--- src/rtl/fp_pkg.sv ---
// Shared single-precision datapath constants and the mantissa-subtract FSM state type.
// Used by the adder, subtractor/normalizer and rounding stages.
package fp_pkg;

   localparam int unsigned MANT_W  = 24;
   localparam int unsigned EXP_W   = 8;
   localparam int unsigned FRACT_W = 23;

   typedef enum logic [1:0] {
      StIdle,
      StSub,
      StNorm,
      StDone
   } submant_state_t;

endpackage

--- src/rtl/submant_norm.sv ---
// Sequential mantissa subtractor with one-bit-per-cycle left normalization.
// Delivers fraction/exponent/flags to the rounding stage under valid/ready.
module submant_norm
   import fp_pkg::*;
(
   input  logic               clk,
   input  logic               reset,
   input  logic               in_valid,
   output logic               in_ready,
   input  logic               alessb,
   input  logic [MANT_W-1:0]  manta,
   input  logic [MANT_W-1:0]  mantb,
   input  logic [MANT_W-1:0]  shmant,
   input  logic [EXP_W-1:0]   exp_pre,
   output logic               out_valid,
   input  logic               out_ready,
   output logic [FRACT_W-1:0] fract,
   output logic [EXP_W-1:0]   exponent,
   output logic               neg,
   output logic               zero,
   output logic               underflow
);

   submant_state_t     state_q;
   // diff_q holds the larger (unshifted) mantissa until SUB overwrites it with the difference
   logic [MANT_W-1:0]  diff_q;
   logic [MANT_W-1:0]  sh_q;
   logic [EXP_W-1:0]   exp_q;
   logic               out_valid_q;
   logic [FRACT_W-1:0] fract_q;
   logic [EXP_W-1:0]   exponent_q;
   logic               neg_q;
   logic               zero_q;
   logic               underflow_q;

   logic               sh_gt;
   logic [MANT_W-1:0]  sub_res;

   always_comb begin
      sh_gt   = sh_q > diff_q;
      sub_res = sh_gt ? (sh_q - diff_q) : (diff_q - sh_q);
   end

   assign in_ready  = (state_q == StIdle);
   assign out_valid = out_valid_q;
   assign fract     = fract_q;
   assign exponent  = exponent_q;
   assign neg       = neg_q;
   assign zero      = zero_q;
   assign underflow = underflow_q;

   always_ff @(posedge clk or posedge reset) begin
      if (reset) begin
         state_q     <= StIdle;
         diff_q      <= '0;
         sh_q        <= '0;
         exp_q       <= '0;
         out_valid_q <= 1'b0;
         fract_q     <= '0;
         exponent_q  <= '0;
         neg_q       <= 1'b0;
         zero_q      <= 1'b0;
         underflow_q <= 1'b0;
      end else begin
         unique case (state_q)
            StIdle: begin
               if (in_valid) begin
                  diff_q  <= alessb ? mantb : manta;
                  sh_q    <= shmant;
                  exp_q   <= exp_pre;
                  state_q <= StSub;
               end
            end
            StSub: begin
               diff_q  <= sub_res;
               neg_q   <= sh_gt;
               state_q <= StNorm;
            end
            StNorm: begin
               if (diff_q == '0) begin
                  zero_q      <= 1'b1;
                  fract_q     <= '0;
                  exponent_q  <= '0;
                  underflow_q <= 1'b0;
                  out_valid_q <= 1'b1;
                  state_q     <= StDone;
               end else if (diff_q[MANT_W-1]) begin
                  zero_q      <= 1'b0;
                  fract_q     <= diff_q[FRACT_W-1:0];
                  exponent_q  <= exp_q;
                  underflow_q <= 1'b0;
                  out_valid_q <= 1'b1;
                  state_q     <= StDone;
               end else if (exp_q <= EXP_W'(1)) begin
                  // No exponent headroom left: emit as subnormal without further shifting
                  zero_q      <= 1'b0;
                  fract_q     <= diff_q[FRACT_W-1:0];
                  exponent_q  <= '0;
                  underflow_q <= 1'b1;
                  out_valid_q <= 1'b1;
                  state_q     <= StDone;
               end else begin
                  diff_q <= {diff_q[MANT_W-2:0], 1'b0};
                  exp_q  <= exp_q - EXP_W'(1);
               end
            end
            StDone: begin
               if (out_ready) begin
                  out_valid_q <= 1'b0;
                  state_q     <= StIdle;
               end
            end
            default: state_q <= StIdle;
         endcase
      end
   end

endmodule

--- config.mk ---
export PLATFORM = sky130hd
export DESIGN_NAME = submant_norm
export DESIGN_NICKNAME = d
export VERILOG_FILES = /design/src/rtl/fp_pkg.sv /design/src/rtl/submant_norm.sv
export SDC_FILE = /design/constraint.sdc
export NUM_CORES = 1
export LEC_CHECK = 0
export ABC_AREA = 1
export CAP_MARGIN = 20
export CORE_MARGIN = 4
export CORE_UTILIZATION = 40
export CTS_CLUSTER_SIZE = 8
export DETAILED_ROUTE_END_ITERATION = 8
export SYNTH_ARGS = -nofsm -noshare
export SYNTH_HDL_FRONTEND = slang
export SYNTH_SLANG_ARGS = --single-unit
--- constraint.sdc ---
create_clock -name clk -period 6.95 [get_ports clk]
set_input_delay 1.39 -clock clk [delete_from_list [all_inputs] [get_ports clk]]
set_output_delay 1.39 -clock clk [all_outputs]
set_load 0.01 [all_outputs]
# ---- Word level (Yosys, flattened, before mapping)
# Cells that the tools add are included.
dict set report totals {
  ff_bits 93
  inputBits 85
  elab_cells 72
}
dict set report classes {
  addsub 3
  order_cmp 2
  eq_ne 9
  muxes 34
  reduce_logical 13
}
# operator n
set op_table {}
lappend op_table {{2-to-1 mux 24 bit} 6}
lappend op_table {{one-hot mux 24 bit (3 select lines)} 1}
lappend op_table {{2-to-1 mux 23 bit} 3}
lappend op_table {{2-to-1 mux 8 bit} 7}
lappend op_table {{subtractor 24 bit} 2}
lappend op_table {{> comparator 24 bit} 1}
lappend op_table {{logical NOT 24 bit} 1}
lappend op_table {{one-hot mux 8 bit (2 select lines)} 1}
lappend op_table {{2-to-1 mux 2 bit} 5}
lappend op_table {{inequality test 2 bit, second input constant} 5}
lappend op_table {{AND reduction 5 bit} 2}
lappend op_table {{2-to-1 mux 1 bit} 9}
lappend op_table {{AND reduction 3 bit} 3}
lappend op_table {{<= comparator 8 x 1 -> 1 bit, second input constant} 1}
lappend op_table {{one-hot mux 2 bit (4 select lines)} 1}
lappend op_table {{subtractor 8 x 1 -> 8 bit, second input constant} 1}
lappend op_table {{nonzero test 3 bit} 2}
lappend op_table {{== test 2 bit, second input constant} 2}
lappend op_table {{inequality test 4 bit, second input constant} 1}
lappend op_table {{AND reduction 2 bit} 2}
lappend op_table {{nonzero test 2 bit} 2}
lappend op_table {{== test 2 x 1 -> 1 bit, second input constant} 1}
lappend op_table {{logical NOT 2 bit} 1}
lappend op_table {{one-hot mux 1 bit (2 select lines)} 1}

# ---- Logic depth before layout (Yosys ltp)
# Gate-level depths: netlist of the first run.
dict set report depth {
  ltp_word 5
  depth_mapped 19
  ltp_nobuf 17
}

# ---- Worst setup path after synthesis of the first run
# No wires, ideal clock.
dict set report synth_path {
  path_type {input port to flip-flop}
  start {input port alessb}
  end {register diff_q[16]}
  setup_ps 65
  arrival_time_ps 2215
  setup_slack_ps 4670
  path_stages 7
  path_cell_list {clkbuf_1 inv_1 clkbuf_1 nand2_1 a21oi_1 nand2_1 nand2_1}
}
dict set report synth_via {
  elab_chain_cells 3
}
# element line
set synth_rtl {}
lappend synth_rtl {{start, declared} submant_norm.sv:10} ;# input logic alessb,
lappend synth_rtl {{2-to-1 mux 24 bit} submant_norm.sv:68} ;# diff_q <= alessb ? mantb : manta;
lappend synth_rtl {{2-to-1 mux 24 bit} submant_norm.sv:67} ;# if (in_valid) begin
lappend synth_rtl {{one-hot mux 24 bit (3 select lines)} submant_norm.sv:65} ;# unique case (state_q)
lappend synth_rtl {{end signal, assigned} submant_norm.sv:68}
lappend synth_rtl {{end signal, assigned} submant_norm.sv:75} ;# diff_q <= sub_res;
lappend synth_rtl {{end signal, assigned} submant_norm.sv:103} ;# diff_q <= {diff_q[MANT_W-2:0], 1'b0};
lappend synth_rtl {{end, declared} submant_norm.sv:26} ;# logic [MANT_W-1:0] diff_q;
# No other way between the ends. The select of a mux whose other input is x is not followed.
# A chain may end at the register's enable or synchronous reset.

# ---- Worst setup path after layout of the first run
dict set report layout_path {
  start {register state_q[0]}
  end {output port in_ready}
}
dict set report layout_via {
  elab_chain_cells 1
}
# element line
set layout_rtl {}
lappend layout_rtl {{start, declared} submant_norm.sv:24} ;# submant_state_t state_q;
lappend layout_rtl {{start signal, assigned} submant_norm.sv:54} ;# state_q <= StIdle;
lappend layout_rtl {{start signal, assigned} submant_norm.sv:71} ;# state_q <= StSub;
lappend layout_rtl {{start signal, assigned} submant_norm.sv:77} ;# state_q <= StNorm;
lappend layout_rtl {{logical NOT 2 bit} submant_norm.sv:44} ;# assign in_ready = (state_q == StIdle);
lappend layout_rtl {{end, declared} submant_norm.sv:9} ;# output logic in_ready,
# No other way between the ends.

==> key figures, run 1 <==
Placement
  • Post-placement cell area: about 9600 µm²
  • GPL Wtd Cong: roughly 0.94
  • Port bufs: 120
  • Dpl hpwl: 22.12 mm

Drt
  • DR WL/cell: around 16 µm
  • Drt total wl: ~28 mm
  • Post-DRT Antenna Nets: 0
  • Vias per cell: 4.966
  • Initial DRC count: 691
  • Remaining DRCs: 0
  • Vias: 8512
  • DRT Pass-1 Iters: 5

Synthesis
  • Yosys top cell area share: ~28%
  • Syn avg cell area: between 6 and 7 µm²
  • Asr flop ratio synth: 100.0%
  • Post-synthesis adder-cell area fraction: ~8.7%
  • Top post-synthesis cells by count: 510 x nand2_1, 233 x inv_1, 96 x a21oi_1, 93 x dfrtp_1, 82 x nand3_1
  • Net Count, Synth: around 1500
  • Largest area contributor in the netlist: dfrtp_1
  • Main combinational cell family by area after synthesis: simple AND/OR/NAND/NOR gates
  • Synth Area in Compound Gates: around 11%
  • Synth warnings: 0
  • Mapped Cells: around 1300
  • Register bit total from synthesis: slightly above 90
  • Most used DFF post-synth: dfrtp_1
  • Area share of and/or/nand/nor cells after synthesis: 36.14%
  • Mux contribution to synthesized area: 0.1371%
  • Synth Area in XOR/XNOR: around 2.3%
  • Count leader, synth: nand2_1
  • Post-Synthesis Cell Area: just over 8000 µm²
  • EDFF count, synth: 0
  • Synth area leaders: dfrtp_1 28%, nand2_1 23%, inv_1 11%
  • Yosys cell types: 37
  • Sequential fraction of the synthesis area: ~28%

Layout
  • Final #Nets: 1580
  • Area of the multi-input gates: 4773 µm²
  • FF/Latch Area: 2327 µm²
  • Share of post-route cells with drive strength above 1: under 10%
  • # diodes: 0
  • Finished Cell Area: slightly below 10000 µm²
  • FILL cells: between 2000 and 2500
  • Synthesis-to-layout area growth: 20.59%

Global routing
  • Pin count of the biggest net entering global routing: 61
  • Total congestion overflow: 0
  • Global-route wire length before repair: between 40 and 50 mm
  • Vias in the first global route: approximately 8200
  • Tot GR Track Use: around 25%
  • Initial antenna violation count: 3

STA
  • Period utilization: roughly 45%
  • Final setup violation count: 0
  • Slew Viols, Final: 0
  • Max_slew headroom: between 40 and 50%
  • Fmax: ~320 MHz
  • Crit path time final: 3115 ps
  • Setup Skew: between 9 and 10 ps
  • Worst-margin pin slew: 896.4 ps
  • RSZ-0062 raised after global routing: no
  • Final hold viol count: 0
  • Setup TNS: 0 ps

Worst setup path
  • Flop2flop setup slack: between 3000 and 4000 ps
  • Slowest cell on crit path: clkdlybuf4s50_1
  • Worst stage delay on the critical path: 580 ps
  • R2r startpoint: sh_q[0]
  • Crit Path Category: flop to output port
  • Capture point of the worst reg-to-reg path: diff_q[17]
  • Worst EP arrival: 1720 ps
  • Startpoint Class: flop
  • CP Capture Type: output port
  • Worst Path Max Fanout: 5
  • Worst path required time: 5560 ps
  • Worst-path cell chain: inv_1, ha_1, clkdlybuf4s50_1
  • R2R depth: 17

Clock tree
  • Post-CTS Setup Inserts: 0
  • Clock buffer depth: 2
  • Root buf cell: clkbuf_16
  • Hold Buf Count CTS: 0
  • H-tree Lvls: 3
  • TritonCTS Buffers: 9
  • Resized Gates After CTS: 0
  • Clock Sinks: 93
  • Clock transition at the registers of the reported paths: ~70 ps
  • CTS tree: done
  • Skew-Pair Late Insertion Delay: 350 ps

Worst hold path
  • Hold Path Stages: 2
  • Hold EP: exponent[5]
  • Hold Crit Class: flop to flop
  • Hold path startpoint: exponent[5]

Floorplan
  • Total core area: 20230 µm²
  • Die Y: around 150 µm
  • Boundary Pins: 121
  • Die ar.: between 20000 and 25000 µm²
  • Die Width: between 150 and 200 µm
  • Starting Density: between 40% and 50%
  • FP Rows: 52

Job
  • Number of max-cap violations: 0

Status
  • Outcome: complete, no violations
==> per-layer routing <==
metal  part of all wire (%)  GRT usage, %  wire length (µm)  vias to the layer above
li1                       -             -                 -                     4311
met1                     48         35.42             13210                     3873
met2                     42         37.39             11760                      275
met3                    7.3         5.775              2018                       47
met4                    2.5         7.162               679                        6
met5                   0.14             0                40                        -
==> placed cells by master (no fill, tap or decap), types with 2 or more instances in the layout <==
| cell type | count |
|---|---|
| xor2_1 | 12 |
| nor3_1 | 3 |
| o21ai_1 | 9 |
| clkbuf_16 | 9 |
| dfrtp_1 | 93 |
| nand4_1 | 18 |
| nand3_2 | 4 |
| nand3b_1 | 3 |
| bufinv_16 | 2 |
| nand3_1 | 82 |
| a21oi_1 | 96 |
| nand2_2 | 18 |
| ha_1 | 54 |
| buf_4 | 6 |
| clkdlybuf4s50_1 | 120 |
| nand2_1 | 509 |
| inv_4 | 2 |
| o21ai_0 | 62 |
| xnor2_1 | 10 |
| nor2_2 | 3 |
| inv_2 | 2 |
| nor2_1 | 77 |
| fa_1 | 2 |
| inv_1 | 232 |
==> worst max-delay path, delay by kind of cell (launching register included) <==
kind,cells,cell delay [ps]
buf+inv,2,690
flops,1,440
fa+ha+maj,1,250
==> area by class of cell <==
class	instances	area share, %
multi-input cells	972	48.21
flip-flops and latches	93	23.50
repair buffers	126	12.59
inverters	237	9.035
well taps	270	3.412
clock buffers	10	2.312
clock inverters	6	0.9477
==> registers in the layout, indices dropped and copies added (netlist names) <==
signal,cells
sh_q,24
out_valid,1
underflow,1
state_q,2
fract,23
exponent,8
exp_q,8
neg,1
zero,1
diff_q,24
==> logic make-up after synthesis <==
logic type | Yosys count
AO/OA/AOI/OAI | 172
buffers and inverters | 279
AND/OR/NAND/NOR | 721
multiplexers | 1
XOR/XNOR | 22
flip-flops | 93
adder cells (fa/ha/maj) | 56
==> metrics by stage <==
stage	instances	worst slack (ps)	utilization, %	hold WS [ps]
global route	1714	3618	48.94	514.8
CTS	1714	3831	48.94	486.0
finish	1714	3835	48.94	488.0
detailed placement	1698	3648	47.34	466.4
floorplan	1344	3140	-	475.5
global placement	1698	3690	47.34	461.2
==> worst max path at each step <==
stage	start	to
after floorplan	reset	diff_q[0]
after global placement	alessb	diff_q[0]
after detailed placement	alessb	diff_q[0]
after CTS	state_q[0]	in_ready
after global routing	diff_q[21]	diff_q[17]
final	state_q[0]	in_ready
Power of run 1 is not shown: default switching activity piles up to over one toggle a cycle in this logic, so the estimate is an artifact.
==> run 2: changes to the inputs <==
clock period = 2.9 ns   (was 6.95 ns; I/O delays follow)
==> key figures, run 2 (synthesis results as in run 1) <==
Floorplan
  • FP Rows: 52
  • Starting Density: 40.58%
  • Die Y: 151.3 µm
  • Boundary Pins: 121
  • Die Width: roughly 150 µm
  • Total core area: 20230 µm²
  • Die ar.: ~23000 µm²

STA
  • Worst-margin pin slew: ~600 ps
  • Max_slew headroom: around three fifths
  • Final hold slack: between 400 and 500 ps
  • Period utilization: between 80 and 90%
  • RSZ-0062 raised after global routing: no
  • Slew Viols, Final: 0
  • Final setup violation count: 0
  • Crit path time final: roughly 2600 ps
  • Setup TNS: 0 ps
  • Final hold viol count: 0
  • Fmax: between 300 and 400 MHz
  • Setup Skew: between 15 and 20 ps

Clock tree
  • Skew-Pair Late Insertion Delay: around 360 ps
  • CTS tree: done
  • Clock transition at the registers of the reported paths: ~70 ps
  • Clock buffer depth: 2
  • Root buf cell: clkbuf_16
  • Hold Buf Count CTS: 0
  • Post-CTS Setup Inserts: 0
  • TritonCTS Buffers: 9
  • H-tree Lvls: 3
  • Clock Sinks: 93
  • Resized Gates After CTS: 0

Drt
  • Drt total wl: 28.62 mm
  • Post-DRT Antenna Nets: 0
  • Vias per cell: approximately 4.9
  • Vias: roughly 8600
  • Remaining DRCs: 0
  • DR WL/cell: around 16 µm
  • DRT Pass-1 Iters: 6
  • Initial DRC count: between 800 and 900

Global routing
  • Initial antenna violation count: 0
  • Total congestion overflow: 0
  • Global-route wire length before repair: ~46 mm
  • Pin count of the biggest net entering global routing: between 90 and 100
  • Tot GR Track Use: approximately 26%
  • Vias in the first global route: roughly 8500

Worst setup path
  • Worst-path cell chain: inv_1, nand4_1, nor3_1, nand3_2, nand2_1, o21ai_4, buf_4, nand2_1, nor2_1, a21oi_1
  • Most frequent CP cell: nand2_1
  • CP bufs+invs: 2
  • Worst stage delay on the critical path: between 400 and 500 ps
  • Startpoint Class: flop
  • Worst path required time: between 3000 and 4000 ps
  • Slowest cell on crit path: nand2_1
  • CP Capture Type: flop
  • Worst EP arrival: between 2000 and 3000 ps
  • Crit Path Category: flop to flop
  • Worst Path Max Fanout: 60
  • Delay-heaviest family, CP: simple AND/OR/NAND/NOR gates

Worst hold path
  • Hold Crit Class: flop to flop

Placement
  • GPL Wtd Cong: roughly 0.99
  • Dpl hpwl: around 23 mm
  • Port bufs: 120

Status
  • Outcome: complete, no violations

Layout
  • FILL cells: about 2200
  • Final #Nets: approximately 1600
  • # diodes: 0
  • Share of post-route cells with drive strength above 1: under 10%
  • Commonest non-fill, non-tap cell in the layout: nand2_1
  • Commonest cells after routing, fill and taps aside: 509 x nand2_1, 232 x inv_1, 120 x clkdlybuf4s50_1, 96 x a21oi_1, 93 x dfrtp_1
  • Synthesis-to-layout area growth: 23.36%

Job
  • Number of max-cap violations: 0
==> run 2: final timing paths <==
kind,startpoint,endpoint,slack (ps),cells past startpoint
worst max-delay path,diff_q[11],exp_q[6],300,10
worst min-delay path,fract[4],fract[4],490,2
worst max register to register,diff_q[11],exp_q[6],300,10
worst min register to register,fract[4],fract[4],490,2
max in group asynchronous,reset,sh_q[14],1770,3
min in group asynchronous,reset,sh_q[0],720,3
==> run 2: cell type report <==
type                       count  area, µm²  share of cell area [%]
inverter                     237      895.9                   8.844
clock buffer                   9      225.2                   2.223
timing repair buffer         155       1501                   14.82
sequential                    93       2327                   22.97
multi-input combinational    972       4773                   47.12
tap                          270      337.8                   3.335
clock inverter                 7      68.82                  0.6793
==> run 2: through the flow <==
| stage | instance area (µm²) | std cells | util [%] | worst slack (ps) |
|---|---|---|---|---|
| floorplan | 8215 | 1344 | - | 764.9 |
| global placement | 9836 | 1727 | 48.61 | 370.6 |
| detailed placement | 9836 | 1727 | 48.61 | 333.7 |
| CTS | 10130 | 1743 | 50.06 | 303.5 |
| global route | 10130 | 1743 | 50.06 | 80.71 |
| finish | 10130 | 1743 | 50.06 | 301.9 |
==> run 2: worst min-delay path, delay by kind of cell, from the launching register on <==
kind / cells / cell delay [ps]
AND/OR/NAND/NOR: 1 / 50
AO/OA/AOI/OAI: 1 / 60
flip-flops: 1 / 350
==> run 2: metal layers <==
metal	GRT usage (%)	routed length [µm]	up-vias
li1	-	-	4378
met1	37.10	13690	3939
met2	39.72	12400	242
met3	5.566	2012	39
met4	6.301	517	0
met5	0	0	-
Power of run 2 is left out for the same reason.
==> run 3: changes to the inputs <==
ABC_CLOCK_PERIOD_IN_PS = 2900   (was not set)
==> results of run 3 <==
The final DEF is identical to that of run 2; final timing and power are the same.
Power of run 3 is left out for the same reason.
